**src/rtl/uart_arb_pkg.sv**
```systemverilog
// Shared types and constants for the UART transmit arbiter and its helpers.
// ST_PREFIX is only reached when UART_ARB_ID_PREFIX_EN is defined.
package uart_arb_pkg;

   typedef enum logic [2:0] {
      ST_IDLE   = 3'd0,
      ST_POP    = 3'd1,
      ST_SEND   = 3'd2,
      ST_GAP    = 3'd3,
      ST_PREFIX = 3'd4
   } arb_state_t;

   localparam logic [7:0] ASCII_ZERO = 8'h30;

endpackage

```
**src/rtl/rr_pick.sv**
```systemverilog
// Combinational round-robin picker: first set request at or above ptr, wrapping.
// Kept generic so other shared resources can reuse it.
module rr_pick #(
   parameter int N_REQ = 4,
   parameter int PTR_W = (N_REQ > 1) ? $clog2(N_REQ) : 1
) (
   input  logic [N_REQ-1:0] req,
   input  logic [PTR_W-1:0] ptr,
   output logic [N_REQ-1:0] grant,
   output logic             valid
);

   logic             found;
   logic [PTR_W-1:0] idx;

   always_comb begin
      grant = '0;
      found = 1'b0;
      idx   = '0;
      for (int i = 0; i < N_REQ; i++) begin
         idx = PTR_W'((int'(ptr) + i) % N_REQ);
         if (!found && req[idx]) begin
            grant[idx] = 1'b1;
            found      = 1'b1;
         end
      end
   end

   assign valid = |req;

endmodule

```
**src/rtl/uart_tx_arbiter.sv**
```systemverilog
// Packet-atomic round-robin arbiter sharing one uart_tx between N_REQ sources.
// Optional UART_ARB_ID_PREFIX_EN: send ASCII owner index as a header byte per packet.
//
// state     | meaning
// ----------+---------------------------------------------------------------
// ST_IDLE   | no owner; arbitrate among req_valid from ptr
// ST_PREFIX | load header byte '0'+owner (only with UART_ARB_ID_PREFIX_EN)
// ST_POP    | wait for owner's byte, pop it; timeout counter runs here only
// ST_SEND   | tx_data_valid high, waiting for tx_data_ready
// ST_GAP    | one cycle with tx_data_valid low; release on last byte
module uart_tx_arbiter
   import uart_arb_pkg::*;
#(
   parameter int N_REQ          = 4,
   parameter int TIMEOUT_CYCLES = 27_000_000,
   parameter int TO_W           = 25
) (
   input  logic               clk,
   input  logic               rst_n,
   input  logic [N_REQ-1:0]   req_valid,
   input  logic [8*N_REQ-1:0] req_data,
   input  logic [N_REQ-1:0]   req_last,
   output logic [N_REQ-1:0]   req_ready,
   output logic [7:0]         tx_data,
   output logic               tx_data_valid,
   input  logic               tx_data_ready,
   output logic [N_REQ-1:0]   grant,
   output logic               busy,
   output logic               timeout_err
);

   localparam int PTR_W = (N_REQ > 1) ? $clog2(N_REQ) : 1;

   arb_state_t       state_q, state_d;
   logic [N_REQ-1:0] grant_q, grant_d;
   logic [N_REQ-1:0] ready_q, ready_d;
   logic [PTR_W-1:0] ptr_q, ptr_d;
   logic [7:0]       data_q, data_d;
   logic             valid_q, valid_d;
   logic             busy_q, busy_d;
   logic             last_q, last_d;
   logic             terr_q, terr_d;
   logic [TO_W-1:0]  to_cnt_q, to_cnt_d;

   logic [N_REQ-1:0] pick_grant;
   logic             pick_valid;
   logic [PTR_W-1:0] g_idx;
   logic [PTR_W-1:0] ptr_nxt;
   logic [7:0]       req_byte [N_REQ];
   logic             rel;

   rr_pick #(.N_REQ(N_REQ), .PTR_W(PTR_W)) u_rr_pick (
      .req   (req_valid),
      .ptr   (ptr_q),
      .grant (pick_grant),
      .valid (pick_valid)
   );

   always_comb begin
      g_idx = '0;
      for (int i = 0; i < N_REQ; i++) begin
         req_byte[i] = req_data[8*i +: 8];
         if (grant_q[i]) g_idx = PTR_W'(i);
      end
   end

   assign ptr_nxt = (g_idx == PTR_W'(N_REQ-1)) ? '0 : g_idx + 1'b1;

   always_comb begin
      state_d  = state_q;
      grant_d  = grant_q;
      ready_d  = '0;
      ptr_d    = ptr_q;
      data_d   = data_q;
      valid_d  = valid_q;
      busy_d   = busy_q;
      last_d   = last_q;
      terr_d   = 1'b0;
      to_cnt_d = to_cnt_q;
      rel      = 1'b0;

      case (state_q)
         ST_IDLE: begin
            if (pick_valid) begin
               grant_d  = pick_grant;
               busy_d   = 1'b1;
               to_cnt_d = '0;
`ifdef UART_ARB_ID_PREFIX_EN
               state_d  = ST_PREFIX;
`else
               state_d  = ST_POP;
`endif
            end
         end
`ifdef UART_ARB_ID_PREFIX_EN
         ST_PREFIX: begin
            data_d   = ASCII_ZERO + 8'(g_idx);
            last_d   = 1'b0;
            valid_d  = 1'b1;
            to_cnt_d = '0;
            state_d  = ST_SEND;
         end
`endif
         ST_POP: begin
            if (req_valid[g_idx]) begin
               ready_d  = grant_q;
               data_d   = req_byte[g_idx];
               last_d   = req_last[g_idx];
               valid_d  = 1'b1;
               to_cnt_d = '0;
               state_d  = ST_SEND;
            end else if (to_cnt_q == TO_W'(TIMEOUT_CYCLES-1)) begin
               terr_d = 1'b1;
               rel    = 1'b1;
            end else begin
               to_cnt_d = to_cnt_q + 1'b1;
            end
         end
         ST_SEND: begin
            if (tx_data_ready) begin
               valid_d = 1'b0;
               state_d = ST_GAP;
            end
         end
         ST_GAP: begin
            if (last_q) rel     = 1'b1;
            else        state_d = ST_POP;
         end
         default: state_d = ST_IDLE;
      endcase

      // Release is shared by end-of-packet and timeout; ptr moves past the owner.
      if (rel) begin
         grant_d  = '0;
         busy_d   = 1'b0;
         ptr_d    = ptr_nxt;
         to_cnt_d = '0;
         state_d  = ST_IDLE;
      end
   end

   always_ff @(posedge clk or negedge rst_n) begin
      if (!rst_n) begin
         state_q  <= ST_IDLE;
         grant_q  <= '0;
         ready_q  <= '0;
         ptr_q    <= '0;
         data_q   <= '0;
         valid_q  <= 1'b0;
         busy_q   <= 1'b0;
         last_q   <= 1'b0;
         terr_q   <= 1'b0;
         to_cnt_q <= '0;
      end else begin
         state_q  <= state_d;
         grant_q  <= grant_d;
         ready_q  <= ready_d;
         ptr_q    <= ptr_d;
         data_q   <= data_d;
         valid_q  <= valid_d;
         busy_q   <= busy_d;
         last_q   <= last_d;
         terr_q   <= terr_d;
         to_cnt_q <= to_cnt_d;
      end
   end

   assign req_ready     = ready_q;
   assign tx_data       = data_q;
   assign tx_data_valid = valid_q;
   assign grant         = grant_q;
   assign busy          = busy_q;
   assign timeout_err   = terr_q;

endmodule

```
**config.mk**
```make
export PLATFORM = sky130hd
export DESIGN_NAME = uart_tx_arbiter
export DESIGN_NICKNAME = d
export VERILOG_FILES = /design/src/rtl/uart_arb_pkg.sv /design/src/rtl/rr_pick.sv /design/src/rtl/uart_tx_arbiter.sv
export SDC_FILE = /design/constraint.sdc
export NUM_CORES = 1
export LEC_CHECK = 0
export CAP_MARGIN = 20
export CORE_ASPECT_RATIO = 2
export CORE_MARGIN = 5
export CORE_UTILIZATION = 34
export CTS_CLUSTER_DIAMETER = 60
export CTS_CLUSTER_SIZE = 12
export DETAILED_ROUTE_END_ITERATION = 16
export PLACE_DENSITY_LB_ADDON = 0.25
export SYNTH_ARGS = -nofsm -noshare
export SYNTH_HDL_FRONTEND = slang
export SYNTH_SLANG_ARGS = --single-unit
export TNS_END_PERCENT = 100
```
**constraint.sdc**
```tcl
create_clock -name clk -period 2.8 [get_ports clk]
set_clock_uncertainty 0.2 [all_clocks]
set_input_delay 0.56 -clock clk [delete_from_list [all_inputs] [get_ports clk]]
set_output_delay 0.56 -clock clk [all_outputs]
set_load 0.01 [all_outputs]
```
==> impl_metrics.py, run 1 <==
metrics = {
    "sta": {
        "max_freq_mhz": 387.3,
        "fin_setup_tns_ns": 0,
        "hold_ws_ns": 0.03934,
        "worst_pin_slew_ns": 0.5224,
        "setup_violations": 0,
        "slew_violations": 0,
        "period_minus_slack_ns": 2.582,
        "setup_ws_ns": 0.2180,
        "finalHoldViolCount": 0,
        "rsz0062_at_grt": "false",
        "slew_headroom": 0.6517,
        "fin_crit_sh": 0.9222,
    },
    "run": {
        "maxCapViolCount": 0,
    },
    "layout": {
        "n_antenna_cell": 0,
        "nets": 506,
        "drive_gt1_frac": 0.1214,
        "final_util": 0.4560,
        "final_cell_mix": "clkdlybuf4s50_1, dfrtp_1, inv_1",
        "syn2layout_area_growth_pct": 32.53,
        "final_common_cell": "clkdlybuf4s50_1",
    },
    "yosys": {
        "synth_top_area_cell": "dfrtp_1",
        "async_flop_share": 1.000,
        "ys_seq_elements": 49,
        "synth-edff-count": 0,
        "synth_area_mm2": 0.003316,
        "synth.top_cell.area_share": 0.3698,
        "synth_area_leaders": "dfrtp_1, mux2i_1, o21ai_0",
        "yosysWarnings": 0,
        "mappedNetlistNets": 431,
        "syn_area_per_cell_um2": 8.795,
        "syn_inst": 377,
        "synth_ff_type": "dfrtp_1",
        "yosysUniqueCellTypes": 51,
        "yosysSeqAreaShare": 0.3698,
    },
    "power_and_ir_drop": {
        "p_seq_frac": 0.268,
        "p_sw_frac": 0.4167,
        "intPower_w": 0.002153,
        "p_sw_w": 0.001538,
        "vdd_drop_max_v": 0.0003659,
        "combinationalPowerShare": 0.563,
        "p_per_area_mw_per_mm2": 840.2,
        "clock_power_share": 0.170,
        "leakagePower_nw": 1.757,
        "power_w": 0.003692,
    },
    "setup_path": {
        "worstPathArrival_ns": 2.59,
        "path_cells": "clkdlybuf4s50_1, or3b_1, a2111oi_0, buf_4, o21ai_0, o2111a_1, a211oi_2",
        "regToRegEndpoint": "to_cnt_q[6]",
        "crit_fanout": 7,
        "critPathLaunch": "req_valid[0]",
        "worstSetupEndpointType": "flop",
        "crit_path_end": "grant[3]",
        "reg2reg_depth": 6,
        "r2r-start": "to_cnt_q[21]",
        "cp_slowest_stage_delay_ns": 0.53,
        "rrSetupSlack_ns": 0.39,
        "crit_slowest_cell": "clkdlybuf4s50_1",
        "crit_required_ns": 2.81,
        "critical_path_class": "primary input to flop",
        "cp-start-kind": "primary input",
    },
    "clocking": {
        "cts-root-buf": "clkbuf_16",
        "cts_buffer_depth": 2,
        "cts_max_level": 2,
        "cts_tree": "built",
        "insertion_delay_ns": 0.29,
        "path_clk_slew_ns": 0.07,
        "hold_buffers": 0,
        "cts_setup_buffers": 0,
        "cts_resized": 0,
        "cts.sinks": 49,
        "cts_buffers": 5,
    },
    "min_path": {
        "min_path_type": "primary input to async pin",
    },
    "floorplan": {
        "die_w_um": 79.83,
        "fp.dieH_um": 149.7,
        "ios": 62,
        "dieArea_mm2": 0.01195,
        "row_count": 51,
        "floorplan.initialDensity": 0.3441,
        "fp.coreArea_mm2": 0.009635,
    },
    "routing": {
        "drt_iter0_markers": 141,
        "viasPerCell": 5.390,
        "wl_per_cell_um": 16.29,
        "ant_nets": 0,
        "dr.pass1.iters": 4,
        "routed_wirelength_um": 9529,
        "vias": 3153,
        "drc": 0,
    },
    "global_routing": {
        "grt_max_degree": 30,
        "overflow": 0,
        "grt_pass1_wl_um": 15900,
        "grt_pass1_vias": 3260,
        "antenna_found_initial": 0,
        "grt_use_total": 0.1693,
    },
    "outcome": {
        "status": "completed",
    },
    "place": {
        "port-buffer-count": 61,
        "place_hpwl_um": 7415,
        "dp_slack_ns": -0.04741,
        "place_congestion": 0.9660,
    },
}
## routing by layer
layer | up-vias | track usage | wire length [um]
met3 | 16 | 0.02590 | 402
met1 | 1530 | 0.1662 | 3238
met5 | - | 0 | 0
li1 | 1528 | - | -
met4 | 0 | 0.07445 | 249
met2 | 79 | 0.3350 | 5637
## logic make-up after synthesis
group | count (synthesis) | share of synthesized area
buf+inv | 59 | 0.07019
flops | 49 | 0.3698
mux | 29 | 0.08981
simple gates | 140 | 0.2317
xor+xnor | 2 | 0.005284
fa+ha+maj | 11 | 0.04151
compound gates | 87 | 0.1917
## worst max-delay path: cells and delay by family
kind / cells / cell delay, ns
simple gates: 1 / 0.41
buf+inv: 2 / 0.74
compound gates: 4 / 0.88
## stage by stage
step | cell area [um2] | std cells
after detailed placement | 4239 | 577
final | 4394 | 585
after floorplan | 3316 | 377
after global routing | 4394 | 585
after global placement | 4239 | 577
after CTS | 4394 | 585
## cell usage after synthesis (5+ instances only)
cell and n:
o211ai_1 5, or3_1 7, mux2i_1 26, nand3_1 22
buf_2 9, nand4_1 18, nand2_1 35, inv_1 36
nand2b_1 7, o21ai_0 32, dfrtp_1 49, clkbuf_1 12
nor2_1 18, ha_1 11, o221ai_1 16, nor3_1 8
a211oi_2 5, a21oi_1 5
## flip-flops by register name (all words and copies together) (netlist names)
| register | count |
|---|---|
| busy | 1 |
| grant | 4 |
| last_q | 1 |
| ptr_q | 2 |
| req_ready | 4 |
| state_q | 2 |
| timeout_err | 1 |
| to_cnt_q | 25 |
| tx_data | 8 |
| tx_data_valid | 1 |
## power groups by stage
stage               clock [W]  combinational (W)  sequential, W
floorplan                   0            0.00117        0.00104
finish               0.000627            0.00208       0.000988
global route         0.000680            0.00229        0.00101
CTS                  0.000656            0.00211       0.000989
detailed placement          0            0.00210        0.00100
global placement            0            0.00209       0.000998
## cell type report
cell class | instances | area (um2)
fill | 927 | 5241
inverter | 36 | 135.1
tap | 132 | 165.2
multi-input combinational | 269 | 1857
timing repair buffer | 91 | 855.8
clock buffer | 6 | 138.9
sequential | 49 | 1226
clock inverter | 2 | 16.27
## worst min-delay path by stage
| stage | to | slack, ns | cells past startpoint |
|---|---|---|---|
| 2_1_floorplan | busy | 0.06 | 0 |
| 3_3_place_gp | tx_data[0] | 0.27 | 2 |
| 3_5_place_dp | tx_data[1] | 0.27 | 2 |
| 4_1_cts | to_cnt_q[3] | 0.05 | 1 |
| 5_1_grt | to_cnt_q[3] | 0.07 | 1 |
| 6_report | to_cnt_q[3] | 0.04 | 1 |
(Power assumes the default switching activity.)
==> run 2: changes to the inputs <==
- CORE_ASPECT_RATIO: 2 -> not set
==> run 2 against run 1 <==
Global-route usage is 1.3 points lower; critical path type unchanged; clock-buffer cell count stayed put; largest power group unchanged; non-clock buffer count did not move; cell area fell by 0.74%; clock power down 13%.
==> impl_metrics.py, run 2 (synthesis results as in run 1) <==
metrics = {
    "outcome": {
        "status": "completed",
    },
    "routing": {
        "vias": 3076,
        "dr.pass1.iters": 4,
        "viasPerCell": 5.249,
        "wl_per_cell_um": 14.83,
        "routed_wirelength_um": 8692,
        "drc": 0,
        "drt_iter0_markers": 202,
        "ant_nets": 0,
    },
    "global_routing": {
        "overflow": 0,
        "grt_pass1_vias": 3053,
        "grt_use_total": 0.1562,
        "grt_max_degree": 25,
        "grt_pass1_wl_um": 14990,
        "antenna_found_initial": 0,
    },
    "setup_path": {
        "cp-start-kind": "primary input",
        "critical_path.top_delay_family": "compound AO/OA/AOI/OAI gates",
        "crit_slowest_cell": "clkdlybuf4s50_1",
        "critical_path_class": "primary input to flop",
        "crit_required_ns": 2.83,
        "worstSetupEndpointType": "flop",
        "cp_num_buf_inv": 2,
        "path_cells": "clkdlybuf4s50_1, or3b_2, a2111oi_1, buf_4, o21ai_0, o2111a_1, a211oi_2",
        "cp_slowest_stage_delay_ns": 0.53,
        "crit_fanout": 8,
        "worstPathArrival_ns": 2.64,
    },
    "power_and_ir_drop": {
        "power_w": 0.003538,
        "vdd_drop_max_v": 0.0003780,
        "p_per_area_mw_per_mm2": 811.1,
        "leakagePower_nw": 1.743,
    },
    "layout": {
        "final_common_cell": "clkdlybuf4s50_1",
        "largest_reg_flops": 25,
        "n_antenna_cell": 0,
        "syn2layout_area_growth_pct": 31.55,
        "top_register": "to_cnt_q",
        "nets": 506,
        "drive_gt1_frac": 0.1214,
        "design_area_mm2": 0.004362,
        "final_cell_mix": "clkdlybuf4s50_1, dfrtp_1, inv_1",
    },
    "clocking": {
        "cts_buffer_depth": 2,
        "cts.sinks": 49,
        "path_clk_slew_ns": 0.10,
        "cts_setup_buffers": 0,
        "cts-root-buf": "clkbuf_8",
        "cts_buffers": 5,
        "cts_max_level": 2,
        "insertion_delay_ns": 0.32,
        "cts_tree": "built",
    },
    "place": {
        "place_congestion": 0.8272,
        "place_hpwl_um": 6485,
        "port-buffer-count": 61,
        "post_dp_cell_area_mm2": 0.004240,
    },
    "sta": {
        "slew_headroom": 0.5136,
        "fin_crit_sh": 0.9326,
        "finalHoldViolCount": 0,
        "slew_violations": 0,
        "setup_violations": 0,
        "max_freq_mhz": 382.9,
        "rsz0062_at_grt": "false",
        "hold_ws_ns": 0.02565,
        "period_minus_slack_ns": 2.611,
        "fin_setup_tns_ns": 0,
        "worst_pin_slew_ns": 0.7270,
    },
    "floorplan": {
        "ios": 62,
        "row_count": 36,
        "fp.dieH_um": 108.8,
        "floorplan.initialDensity": 0.3440,
        "dieArea_mm2": 0.01183,
        "fp.coreArea_mm2": 0.009639,
        "die_w_um": 108.8,
    },
    "min_path": {
        "min_path_type": "primary input to async pin",
    },
    "run": {
        "maxCapViolCount": 0,
    },
}
-- run 2: path summary, 6_finish.rpt --
kind,start,endpoint,slack (ns),cells past startpoint
max,req_valid[2],grant[3],0.19,7
min,rst_n,timeout_err,0.03,1
max reg2reg,to_cnt_q[21],to_cnt_q[2],0.34,6
min reg2reg,tx_data[4],tx_data[4],0.28,2
max in group asynchronous,rst_n,state_q[0],1.76,2
min in group clk,tx_data[4],tx_data[4],0.28,2
-- run 2: final cells by class --
cell class	count	area [um2]
tap	133	166.4
clock inverter	2	37.54
inverter	36	135.1
multi-input combinational	269	1858
sequential	49	1226
fill	981	5278
timing repair buffer	91	855.8
clock buffer	6	82.58
-- run 2: repair_timing --
item | CTS | global route
hold endpoints to repair | 0 | 0
hold buffers | 0 | 0
resized for setup | 0 | 1
setup endpoints to repair | 0 | 1
-- run 2: per-stage QoR --
stage,std cells,util,worst slack [ns]
3_5_place_dp,578,0.4399,-0.1098
4_1_cts,586,0.4524,0.2160
5_1_grt,586,0.4525,0.07096
2_1_floorplan,377,-,0.3525
6_report,586,0.4525,0.1887
3_3_place_gp,578,0.4399,-0.06452
-- run 2: power by group --
group / total (W) / switching, W / internal (W)
combinational: 0.00202 / 0.00111 / 0.000904
sequential: 0.000976 / 0.000103 / 0.000874
clock: 0.000543 / 0.000252 / 0.000291
total: 0.00354 / 0.00147 / 0.00207
-- run 2: routing by layer --
metal  global-route usage  routed length, um  up-vias
met2               0.2701               4393       51
li1                     -                  -     1531
met5                    0                  0        -
met4              0.04959                123        0
met1               0.2021               3912     1485
met3              0.02072                262        9
